[src/rtl/mac_pkg.sv]
// Shared types and defaults for the MAC sequencing engine.
package mac_pkg;

    localparam int DATA_W_DEF = 8;
    localparam int ADDR_W_DEF = 8;
    localparam int ACC_W_DEF  = 24;

    typedef enum logic [1:0] {
        IDLE  = 2'd0,
        RUN   = 2'd1,
        DRAIN = 2'd2,
        DONE  = 2'd3
    } state_e;

    // Sign-extend the low w bits of v to 64 bits; callers truncate to their width.
    function automatic logic [63:0] sext(input logic [63:0] v, input int unsigned w);
        logic [63:0] t;
        t = v << (64 - w);
        return 64'($signed(t) >>> (64 - w));
    endfunction

endpackage

[src/rtl/mac_addr_gen.sv]
// Operand read-address counter: loads a job length, steps the index and flags the last address.
module mac_addr_gen #(
    parameter int ADDR_W = 8
) (
    input  logic              clk,
    input  logic              rst_n,
    input  logic              load_i,
    input  logic [ADDR_W-1:0] len_i,
    input  logic              en_i,
    output logic [ADDR_W-1:0] idx_o,
    output logic              last_o
);

    logic [ADDR_W-1:0] idx_q, idx_d;
    logic [ADDR_W-1:0] len_q, len_d;

    always_ff @(posedge clk or negedge rst_n) begin
        if (!rst_n) begin
            idx_q <= '0;
            len_q <= '0;
        end else begin
            idx_q <= idx_d;
            len_q <= len_d;
        end
    end

    always_comb begin
        idx_d = idx_q;
        len_d = len_q;
        if (load_i) begin
            len_d = len_i;
            idx_d = '0;
        end else if (en_i) begin
            idx_d = idx_q + ADDR_W'(1);
        end
    end

    assign idx_o  = idx_q;
    // len_q is never 0 while enabled, so len_q-1 cannot wrap in use.
    assign last_o = (idx_q == (len_q - ADDR_W'(1)));

endmodule

[src/rtl/mac_seq_engine.sv]
// Control/address stage of the MAC datapath: walks operand addresses, accumulates
// the returned products and hands the sum downstream over valid/ready.
module mac_seq_engine
    import mac_pkg::*;
#(
    parameter int DATA_W = DATA_W_DEF,
    parameter int ADDR_W = ADDR_W_DEF,
    parameter int ACC_W  = ACC_W_DEF   // keep >= 2*DATA_W+ADDR_W and <= 64
) (
    input  logic                     clk,
    input  logic                     rst_n,
    input  logic                     start,
    input  logic [ADDR_W-1:0]        len,
    output logic                     busy,
    output logic                     mem_rd,
    output logic [ADDR_W-1:0]        mem_addr,
    input  logic signed [DATA_W-1:0] a_in,
    input  logic signed [DATA_W-1:0] b_in,
    output logic [ACC_W-1:0]         result,
    output logic                     res_valid,
    input  logic                     res_ready
);

    state_e                   state_q, state_d;
    logic [ACC_W-1:0]         acc_q, acc_d;
    logic                     rd_pipe_q;
    logic                     load;
    logic                     run_en;
    logic                     last;
    logic [ADDR_W-1:0]        idx;
    logic signed [2*DATA_W-1:0] prod;

    mac_addr_gen #(
        .ADDR_W (ADDR_W)
    ) u_addr_gen (
        .clk    (clk),
        .rst_n  (rst_n),
        .load_i (load),
        .len_i  (len),
        .en_i   (run_en),
        .idx_o  (idx),
        .last_o (last)
    );

    assign prod = a_in * b_in;

    always_ff @(posedge clk or negedge rst_n) begin
        if (!rst_n) begin
            state_q   <= IDLE;
            acc_q     <= '0;
            rd_pipe_q <= 1'b0;
        end else begin
            state_q   <= state_d;
            acc_q     <= acc_d;
            rd_pipe_q <= mem_rd;
        end
    end

    always_comb begin
        state_d = state_q;
        acc_d   = acc_q;
        load    = 1'b0;
        case (state_q)
            IDLE: begin
                if (start) begin
                    acc_d = '0;
                    if (len != '0) begin
                        load    = 1'b1;
                        state_d = RUN;
                    end else begin
                        state_d = DONE;
                    end
                end
            end
            RUN: begin
                if (last) begin
                    state_d = DRAIN;
                end
            end
            DRAIN: begin
                state_d = DONE;
            end
            DONE: begin
                if (res_ready) begin
                    state_d = IDLE;
                end
            end
            default: begin
                state_d = IDLE;
            end
        endcase
        // Operands arrive one cycle after the strobe; rd_pipe_q is never set in IDLE,
        // so this never collides with the clear on start.
        if (rd_pipe_q) begin
            acc_d = acc_q + ACC_W'(sext(64'($unsigned(prod)), 2 * DATA_W));
        end
    end

    assign run_en    = (state_q == RUN);
    assign mem_rd    = run_en;
    assign mem_addr  = mem_rd ? idx : '0;
    assign busy      = (state_q != IDLE);
    assign res_valid = (state_q == DONE);
    assign result    = acc_q;

endmodule

[config.mk]
export PLATFORM = sky130hd
export DESIGN_NAME = mac_seq_engine
export DESIGN_NICKNAME = d
export VERILOG_FILES = /design/src/rtl/mac_pkg.sv /design/src/rtl/mac_addr_gen.sv /design/src/rtl/mac_seq_engine.sv
export SDC_FILE = /design/constraint.sdc
export NUM_CORES = 1
export LEC_CHECK = 0
export CAP_MARGIN = 20
export CORE_MARGIN = 10
export CORE_UTILIZATION = 60
export DETAILED_ROUTE_END_ITERATION = 8
export GPL_TIMING_DRIVEN = 0
export HOLD_SLACK_MARGIN = 0.02
export PLACE_DENSITY_LB_ADDON = 0.05
export SLEW_MARGIN = 20
export SYNTH_ARGS = -nofsm -noshare
export SYNTH_HDL_FRONTEND = slang
export SYNTH_SLANG_ARGS = --single-unit
[constraint.sdc]
create_clock -name clk -period 3.7 [get_ports clk]
set_input_delay 0.37 -clock clk [delete_from_list [all_inputs] [get_ports clk]]
set_output_delay 0.37 -clock clk [all_outputs]
set_load 0.1 [all_outputs]
# Word-level counts from Yosys, hierarchy flattened
# Cells that the tools add are included.
# totals
reg_bits,43
mem_bits_ro,0
ram_bits,0
output_inout_bits,35
latch_bits,0
mem_count,0
inputBits,28
elab_cells,38
# classes
reduce_logical,8
shifts,0
order_cmp,0
n_mul,1
div_mod_pow,0
bitwise,0
addsub,3
n_eq_ne,7
mux,14
# op_table
cell,n
2-to-1 mux 24 bit,3
adder 24 bit,1
2-to-1 mux 8 bit,3
multiplier 8 x 8 -> 16 bit,1
adder 8 x 1 -> 8 bit (second input constant),1
== test 8 bit,1
2-to-1 mux 2 bit,4
one-hot mux 2 bit (4 select lines),1
nonzero test 2 bit,4
nonzero test 8 bit,1
subtractor 8 x 1 -> 8 bit (second input constant),1
== test 2 bit (second input constant),2
!= test 2 x 1 -> 1 bit (second input constant),2
2-to-1 mux 1 bit,3
AND reduction 3 bit,1
== test 2 x 1 -> 1 bit (second input constant),1
logical NOT 2 bit,1
!= test 2 bit (second input constant),1
AND reduction 2 bit,1

# Depth between registers and ports, before layout
# depth
ltp_word,5
mapped_depth,25

# By module
# From an unflattened synthesis, not the netlist that was laid out.
# unflattened
hier_cells,626
hier_area_um2,5650.4
# by_module_without_submodules
mod,area_each_um2,cells_per_inst,seq_area_each_um2,instances
mac_seq_engine,4735.8,535,675.6,1
mac_addr_gen,914.6,91,400.4,1

# Worst setup path before layout
# No wires, ideal clock.
# synth_path
path_type,input port to flip-flop
from,in b_in[3]
to,reg acc_q[23] (netlist: result[23])
setup_ns,0.122
cell_stages,22
arrival_ns,5.982
path_slack_ns,-2.404
required_ns,3.578
path_buffers,0
path_cell_list,and2_1 > fa_1 > inv_1 > fa_1 > inv_1 > fa_1 > inv_1 > fa_1 > inv_1 > ha_1 > a21o_1 > a21oi_1 > a31oi_1 > xnor2_1 > ha_1 > a21oi_1 > nor3b_1 > o21ai_0 > a31o_2 > a41oi_1 > xnor3_1 > a22o_1
# synth_via
elab_chain_len,3
# synth_lines
item,line_no,text
from (decl),mac_seq_engine.sv:18,"input logic signed [DATA_W-1:0] b_in,"
multiplier 8 x 8 -> 16 bit,mac_seq_engine.sv:45,assign prod = a_in * b_in;
adder 24 bit,mac_seq_engine.sv:95,"acc_d = acc_q + ACC_W'(sext(64'($unsigned(prod)), 2 * DATA_W));"
2-to-1 mux 24 bit,mac_seq_engine.sv:94,if (rd_pipe_q) begin
to (signal assigned),mac_seq_engine.sv:50,acc_q <= '0;
to (signal assigned),mac_seq_engine.sv:54,acc_q <= acc_d;
to (decl),mac_seq_engine.sv:25,"logic [ACC_W-1:0] acc_q, acc_d;"
# Every way passes these cells.
# A chain may end at the register's enable or synchronous reset.

# Final worst setup path
# layout_path
from,in b_in[0]
to,reg acc_q[19] (netlist: result[19])
# The elaborated chain is that of the path after synthesis.

==> flow_summary.yaml <==
timing:
  fin_worst_skew_ps: 6.56
  rsz0062_at_grt: "yes"
  fin_ws_ps: -1940
  period_needed_ps: 5640
  slew_headroom: 0.306
  finalHoldViolations: 0
  maxSlewViolCount: 0
  setup_viol: 17
  fin_crit_sh: 1.52
  fmax_ghz: 0.177
  worst_slew_pin_slew_ps: 1040
  tns_ps: -23290
drt:
  via_count: 4956
  drtIter0Drc: 315
  ant_nets: 0
  wl_per_cell_um: 18.7
  drc: 0
  drtPass1Iterations: 5
  wl_mm: 15.8
  via_per_inst: 5.87
floorplan:
  rows: 35
  start_util: 0.615
  core_um2: 9200
  io_pins: 63
  die_area_um2: 13700
  die_x_um: 117
  die_h_um: 117
clock_tree:
  cts_tree: "built"
  path_clk_slew_ps: 90
  cts_max_level: 2
  cts-root-to-sink-buffers: 2
  clk_latency_ps: 300
  cts-buffers-inserted: 5
  clock-sinks: 43
  hold_buffers: 0
  cts-root-buf: "clkbuf_8"
worst_setup_path:
  cpPeakStageDelay_ps: 540
  cp_num_buf_inv: 10
  crit_path_top_delay_cell: "fa_1"
  worst_path_most_repeated_cell: "inv_1"
  crit_family: "adder cells"
  crit_fanout: 8
  cp_data_arrival_time_ps: 5810
  worst_ep_required_time_ps: 3870
  worst_setup_path_end_kind: "flip-flop"
  crit_type: "primary input to flip-flop"
  startpoint_type: "primary input"
synth:
  ys_warn_count: 0
  synth.largest_area_cell: "fa_1"
  synthCells: 626
  ys_types: 55
  syn-num-nets: 768
  yosysSeqAreaShare: 0.190
  yosysMostFrequentCell: "inv_1"
  synth_area_um2: 5660
  synth_seq_cells: 43
  synthFlopType: "dfrtp_1"
  syn_avg_cell_area_um2: 9.04
  synth_edf_count: 0
  synth_top_area_frac: 0.198
  ys_top_cells_by_count: "102 x inv_1, 58 x ha_1, 56 x fa_1, 54 x and2_1, 46 x nand2_1"
  async_flop_share: 1.00
  ys_top_cells_by_area: "fa_1 20%, dfrtp_1 19%, ha_1 13%, inv_1 6.8%, and2_1 6.0%"
run:
  drv_cap: 0
placement:
  gp_congestion: 0.888
  dp_hpwl_mm: 11.1
  io_buffer_count: 62
grt:
  grt_max_degree: 25
  antenna_found_initial: 0
  grt_overflow: 0
  grt_pass1_vias: 5368
  grt_pass1_wl_mm: 25.6
  grt.total_usage: 0.229
final_layout:
  antenna_cells: 0
  final_layout_size_suffix_gt1_frac: 0.266
  area_growth_pct: 35.4
  nNetsFinal: 874
run_status:
  violations: "setup timing"
  status: "finished, violations left"
min_path:
  hold_class: "primary input to asynchronous set/reset pin"
## per-layer routing
layer	wire length, um	track usage
met5	0	0
met4	331	0.0552
met3	729	0.0377
met2	8420	0.422
met1	6290	0.269
## placed cells by master, fill, tap and decap left out, types with 20 or more instances in the layout
| cell | instances |
|---|---|
| dfrtp_1 | 43 |
| inv_1 | 91 |
| ha_4 | 21 |
| and2_1 | 43 |
| buf_4 | 28 |
| clkdlybuf4s50_1 | 45 |
| nand2_1 | 39 |
| fa_1 | 52 |
| ha_1 | 32 |
| xnor2_1 | 20 |
## flip-flops by register name, summed over array words and instances (netlist names)
| signal | count |
|---|---|
| rd_pipe_q | 1 |
| u_addr_gen.idx_o | 8 |
| u_addr_gen.len_q | 8 |
| state_q | 2 |
| result | 24 |
## final timing paths
kind / from / endpoint / slack [ps] / cells after the start
max: b_in[0] / result[19]$_DFFE_PN0P_ / -1940 / 29
min: rst_n / u_addr_gen.idx_o[0]$_DFFE_PN0P_ / 30 / 1
max reg2reg: result[0]$_DFFE_PN0P_ / result[20]$_DFFE_PN0P_ / 1020 / 10
min reg2reg: result[2]$_DFFE_PN0P_ / result[2]$_DFFE_PN0P_ / 530 / 2
max in group asynchronous: rst_n / result[13]$_DFFE_PN0P_ / 3140 / 2
min in group clk: result[2]$_DFFE_PN0P_ / result[2]$_DFFE_PN0P_ / 530 / 2
## what timing repair did
item / CTS / global route
gates resized for setup: 178 / 49
pin swaps: 55 / 40
endpoints found under the setup margin: 20 / 18
setup buffers: 27 / 13
## through the flow
stage / hold WS [ps] / util / cell area [um2] / instances / worst slack (ps)
final: 28.2 / 0.833 / 7660 / 844 / -1940
after global routing: 57.4 / 0.833 / 7660 / 844 / -2150
after detailed placement: 374 / 0.730 / 6720 / 800 / -3040
after global placement: 499 / 0.729 / 6700 / 799 / -2940
after floorplan: 74.4 / - / 5940 / 626 / -1840
after CTS: 40.5 / 0.804 / 7390 / 835 / -1830
## cell type report
type	instances	area (um2)
multi-input combinational	472	5000
inverter	102	385
timing repair buffer	99	937
sequential	43	1080
buffer	9	35.0
clock buffer	5	68.8
fill	535	1540
tap	111	139
clock inverter	3	20.0
## worst register-to-register path, cell delays in order (launching register included)
cell and delay, ps:
dfrtp_1 380, ha_1 220, inv_1 80, fa_1 400
nor2b_1 130, o21a_1 150, o211ai_1 160, a31o_4 320
a2111oi_4 350, o21ai_0 140, a32o_1 250
## kinds of logic after synthesis
group | after synthesis | share of synthesized area
AND/OR/NAND/NOR | 179 | 0.166
adder cells (fa/ha/maj) | 114 | 0.326
XOR/XNOR | 48 | 0.0780
buffers and inverters | 111 | 0.0738
AO/OA/AOI/OAI | 123 | 0.149
flip-flops | 43 | 0.190
multiplexers | 8 | 0.0157
Power is not shown: default switching activity piles up to over one toggle a cycle in this logic, so the estimate is an artifact.
